<file path="config.mk">
export PLATFORM = sky130hd
export DESIGN_NAME = gray_to_binary_decoder
export DESIGN_NICKNAME = d
export VERILOG_FILES = /design/src/rtl/gray_to_binary_decoder.sv
export SDC_FILE = /design/constraint.sdc
export NUM_CORES = 1
export LEC_CHECK = 0
export CORE_AREA = 2 2 45 47
export CTS_CLUSTER_SIZE = 28
export DETAILED_ROUTE_END_ITERATION = 8
export DIE_AREA = 0 0 47 49
export GPL_TIMING_DRIVEN = 0
export HOLD_SLACK_MARGIN = 0.12
export PLACE_DENSITY = 0.78
export SYNTH_ARGS = -nofsm -noshare
export SYNTH_HDL_FRONTEND = slang
export SYNTH_SLANG_ARGS = --single-unit
</file>
<file path="constraint.sdc">
create_clock -name clk -period 4.9 [get_ports clk]
set_clock_uncertainty 0.2 [all_clocks]
set_input_delay 0.735 -clock clk [delete_from_list [all_inputs] [get_ports clk]]
set_output_delay 0.735 -clock clk [all_outputs]
set_load 0.005 [all_outputs]
</file>
<file path="src/rtl/gray_to_binary_decoder.sv">
// Sequential reflected-Gray to binary decoder with single-bit-step integrity check.
// Latency: result valid WIDTH-1 edges after accept (1 edge for WIDTH=1).
// Backpressure: result held in HOLD until out_ready; no new word accepted until then.
module gray_to_binary_decoder #(
    parameter int WIDTH = 4
) (
    input  logic             clk,
    input  logic             rst,
    input  logic             in_valid,
    output logic             in_ready,
    input  logic [WIDTH-1:0] G,
    output logic             out_valid,
    input  logic             out_ready,
    output logic [WIDTH-1:0] B,
    output logic             step_err
);

    localparam int IW = (WIDTH > 1) ? $clog2(WIDTH) : 1;

    typedef enum logic [1:0] {
        IDLE  = 2'd0,
        SHIFT = 2'd1,
        HOLD  = 2'd2
    } state_t;

    state_t           state;
    logic [WIDTH-1:0] g_reg;
    logic [WIDTH-1:0] work;
    logic [WIDTH-1:0] work_next;
    logic [IW-1:0]    idx;
    logic [WIDTH-1:0] prev_g;
    logic             have_prev;
    logic             err_pend;
    logic             step_err_next;

    assign in_ready      = (state == IDLE);
    assign step_err_next = have_prev && ($countones(G ^ prev_g) != 1);

    // Resolve one bit per edge: each bit depends on the already-resolved bit above it.
    always_comb begin
        work_next = work;
        for (int i = 0; i < WIDTH - 1; i++) begin
            if (idx == IW'(i)) begin
                work_next[i] = work[i+1] ^ g_reg[i];
            end
        end
    end

    always_ff @(posedge clk) begin
        if (rst) begin
            state     <= IDLE;
            out_valid <= 1'b0;
            B         <= '0;
            step_err  <= 1'b0;
            have_prev <= 1'b0;
            prev_g    <= '0;
            g_reg     <= '0;
            work      <= '0;
            idx       <= '0;
            err_pend  <= 1'b0;
        end else begin
            case (state)
                IDLE: begin
                    if (in_valid) begin
                        g_reg     <= G;
                        work      <= G;
                        idx       <= IW'(WIDTH > 1 ? WIDTH - 2 : 0);
                        prev_g    <= G;
                        have_prev <= 1'b1;
                        err_pend  <= step_err_next;
                        if (WIDTH == 1) begin
                            B         <= G;
                            step_err  <= step_err_next;
                            out_valid <= 1'b1;
                            state     <= HOLD;
                        end else begin
                            state <= SHIFT;
                        end
                    end
                end
                SHIFT: begin
                    work <= work_next;
                    idx  <= idx - 1'b1;
                    if (idx == '0) begin
                        B         <= work_next;
                        step_err  <= err_pend;
                        out_valid <= 1'b1;
                        state     <= HOLD;
                    end
                end
                HOLD: begin
                    if (out_ready) begin
                        out_valid <= 1'b0;
                        state     <= IDLE;
                    end
                end
                default: begin
                    out_valid <= 1'b0;
                    state     <= IDLE;
                end
            endcase
        end
    end

endmodule

</file>
==> results.tsv <==
metric	value	unit
seq_area_frac_synth	0.401	
first_pass_iters	7	
timing.final.crit_share	0.576	
cts_resized	0	
syn_area	950	um2
reg2reg_from	prev_g[0]	
port_buffers	13	
switching_share	0.297	
status	finished clean	
critPathKind	in2reg	
ff2ff_path_depth	7	
routedWlPerCell	11.9	um
num_vias	785	
synthesis.nets	122	
dieArea	2300	um2
first_iter_violations	19	
min_to	B[2]	
postCtsHoldBufs	0	
r2r_end	err_pend	
grt_overflow	0	
cp-end-kind	flip-flop	
area_growth_syn_to_layout	20.2	%
hp-start	B[2]	
min_path_type	reg2reg	
yosysTopAreaCell	dfxtp_1	
rows	16	
fillers	171	
fmax	0.354	GHz
start_util	0.516	
yosysUniqueCellTypes	28	
rsz0062_at_grt	false	
yosysMostFrequentCell	dfxtp_1	
ys_async_sr_fraction	0	
cts_max_level	1	
cts_root_buffer	clkbuf_4	
grt-busiest-layer	met2	
met1_usage	0.236	
clock_sinks	19	
via_per_inst	5.16	
combPwrFrac	0.258	
stdcell_count	152	
power.density	300	nW/um2
cts_buffer_depth	2	
ys_warn_count	0	
dpl.cell_count	148	
crit_path_max_fanout	2	
seqPwrFrac	0.517	
clk_pin_slew	0.11	ns
grt_max_degree	12	
cts_setup_buffers	0	
synth_edf_count	0	
max_slew.worst_pin.slew	0.462	ns
final_util	0.620	
drtAntennaViolNets	0	
cts_tree	done	
max-vdd-ir-drop	0.206	mV
die_y	49	um
nets	140	
gr-usage-met3	0.0333	
netlist_instances	108	
start_kind	input pin	
fin_setup_tns	0	ns
min_period	2.82	ns
clk_latency	0.29	ns
grt_pass1_vias	749	
setup_viol	0	
drv_slew	0	
hold_violations	0	
p_switching	0.102	mW
synth_top_area_share	0.401	
antenna_found_initial	0	
cts_buffers	3	
arrival	2.79	ns
die_width	47	um
synth-seq-cells	19	
synth_area_per_cell	8.79	um2
grt_usage	0.180	
met2_usage	0.297	
max_cap_violations	0	
p_leak	0.451	nW
reg2reg_setup_slack	2.62	ns
synth_area_leaders	dfxtp_1, a21oi_1, nand2_1	
finalWeightedCongestion	0.771	
synth_flop_cell	dfxtp_1	
p_int	0.241	mW
dp_hpwl	1400	um
grt_pass1_wl	3080	um
clkPwrFrac	0.225	
ios	15	
crit_required	4.87	ns
drc_errors	0	
hold_depth	2	
wirelength	1810	um
diodes	0	
slew_headroom	0.691	
drive_above_1_share	0.0960	
core-area	1840	um2
synth_common_cells	dfxtp_1, nand2_1, a21oi_1	
## cell type report
cell class | count | area, um2 | area share
buffer | 5 | 33.8 | 0.0296
multi-input combinational | 75 | 502 | 0.440
clock buffer | 3 | 22.5 | 0.0197
inverter | 9 | 33.8 | 0.0296
timing repair buffer | 13 | 130 | 0.114
sequential | 19 | 380 | 0.333
clock inverter | 1 | 5.00 | 0.00439
tap | 27 | 33.8 | 0.0296
## per-layer routing
| layer | vias to the layer above | routed length [um] |
|---|---|---|
| met5 | - | 0 |
| met4 | 0 | 10 |
| li1 | 397 | - |
| met2 | 8 | 942 |
| met1 | 378 | 821 |
| met3 | 2 | 35 |
## power by group through the flow
| stage | registers [mW] | logic, mW | clock network, mW |
|---|---|---|---|
| final | 0.177 | 0.0884 | 0.0769 |
| after global routing | 0.178 | 0.102 | 0.0875 |
| after CTS | 0.177 | 0.0893 | 0.0781 |
| after detailed placement | 0.181 | 0.0890 | 0 |
| after global placement | 0.180 | 0.0849 | 0 |
| after floorplan | 0.179 | 0.0615 | 0 |
## how the worst max path moves through the flow
| stage | from | end | slack, ns |
|---|---|---|---|
| after floorplan | G[0] | err_pend | 2.36 |
| after global placement | G[0] | err_pend | 1.82 |
| after detailed placement | G[0] | err_pend | 1.75 |
| after CTS | G[0] | err_pend | 2.06 |
| after global routing | G[0] | err_pend | 2.01 |
| final | G[0] | err_pend | 2.08 |
## flip-flops by register name, indices dropped and copies added (netlist names)
name and count:
err_pend 1, prev_g 4, out_valid 1, work 3, state 2, have_prev 1, B 4, idx 2
step_err 1
## metrics by stage
stage                     power (mW)  area (um2)  hold WS, ns  setup slack [ns]
after floorplan                0.240         950        0.232              2.36
after global placement         0.264        1110        0.243              1.82
after detailed placement       0.270        1110        0.247              1.75
after CTS                      0.344        1140        0.261              2.06
after global routing           0.367        1140        0.289              2.01
final                          0.342        1140        0.258              2.08
## critical path, cell delays in order
cell	delay, ns
clkdlybuf4s50_1	0.44
xnor2_1	0.16
fa_1	0.54
inv_1	0.04
ha_1	0.19
ha_1	0.27
o311ai_1	0.31
a21oi_1	0.11
## placed cells by master, fill, tap and decap left out
cell type and n:
a211oi_1 1, a211oi_2 1, a21oi_1 15, a31oi_1 2, and2b_1 1, and3b_2 1
buf_4 2, buf_6 1, clkbuf_1 2, clkbuf_4 3, clkdlybuf4s50_1 13, clkinv_2 1
dfxtp_1 19, fa_1 1, ha_1 5, inv_1 9, mux2i_1 1, nand2_1 18
nand3b_2 1, nor2_1 6, nor3_1 1, nor3b_1 2, nor3b_2 1, o211ai_1 4
o21ba_2 1, o311ai_1 1, o32a_1 1, or2_1 2, or3b_1 2, xnor2_1 3
xor2_1 4
## logic make-up after synthesis
logic type | after synthesis | synth area share
AND/OR/NAND/NOR | 35 | 0.191
AO/OA/AOI/OAI | 26 | 0.175
flip-flops | 19 | 0.401
buffers and inverters | 14 | 0.0711
XOR/XNOR | 7 | 0.0646
adder cells (fa/ha/maj) | 6 | 0.0870
multiplexers | 1 | 0.0105
Power figures use the tool's default switching activity.
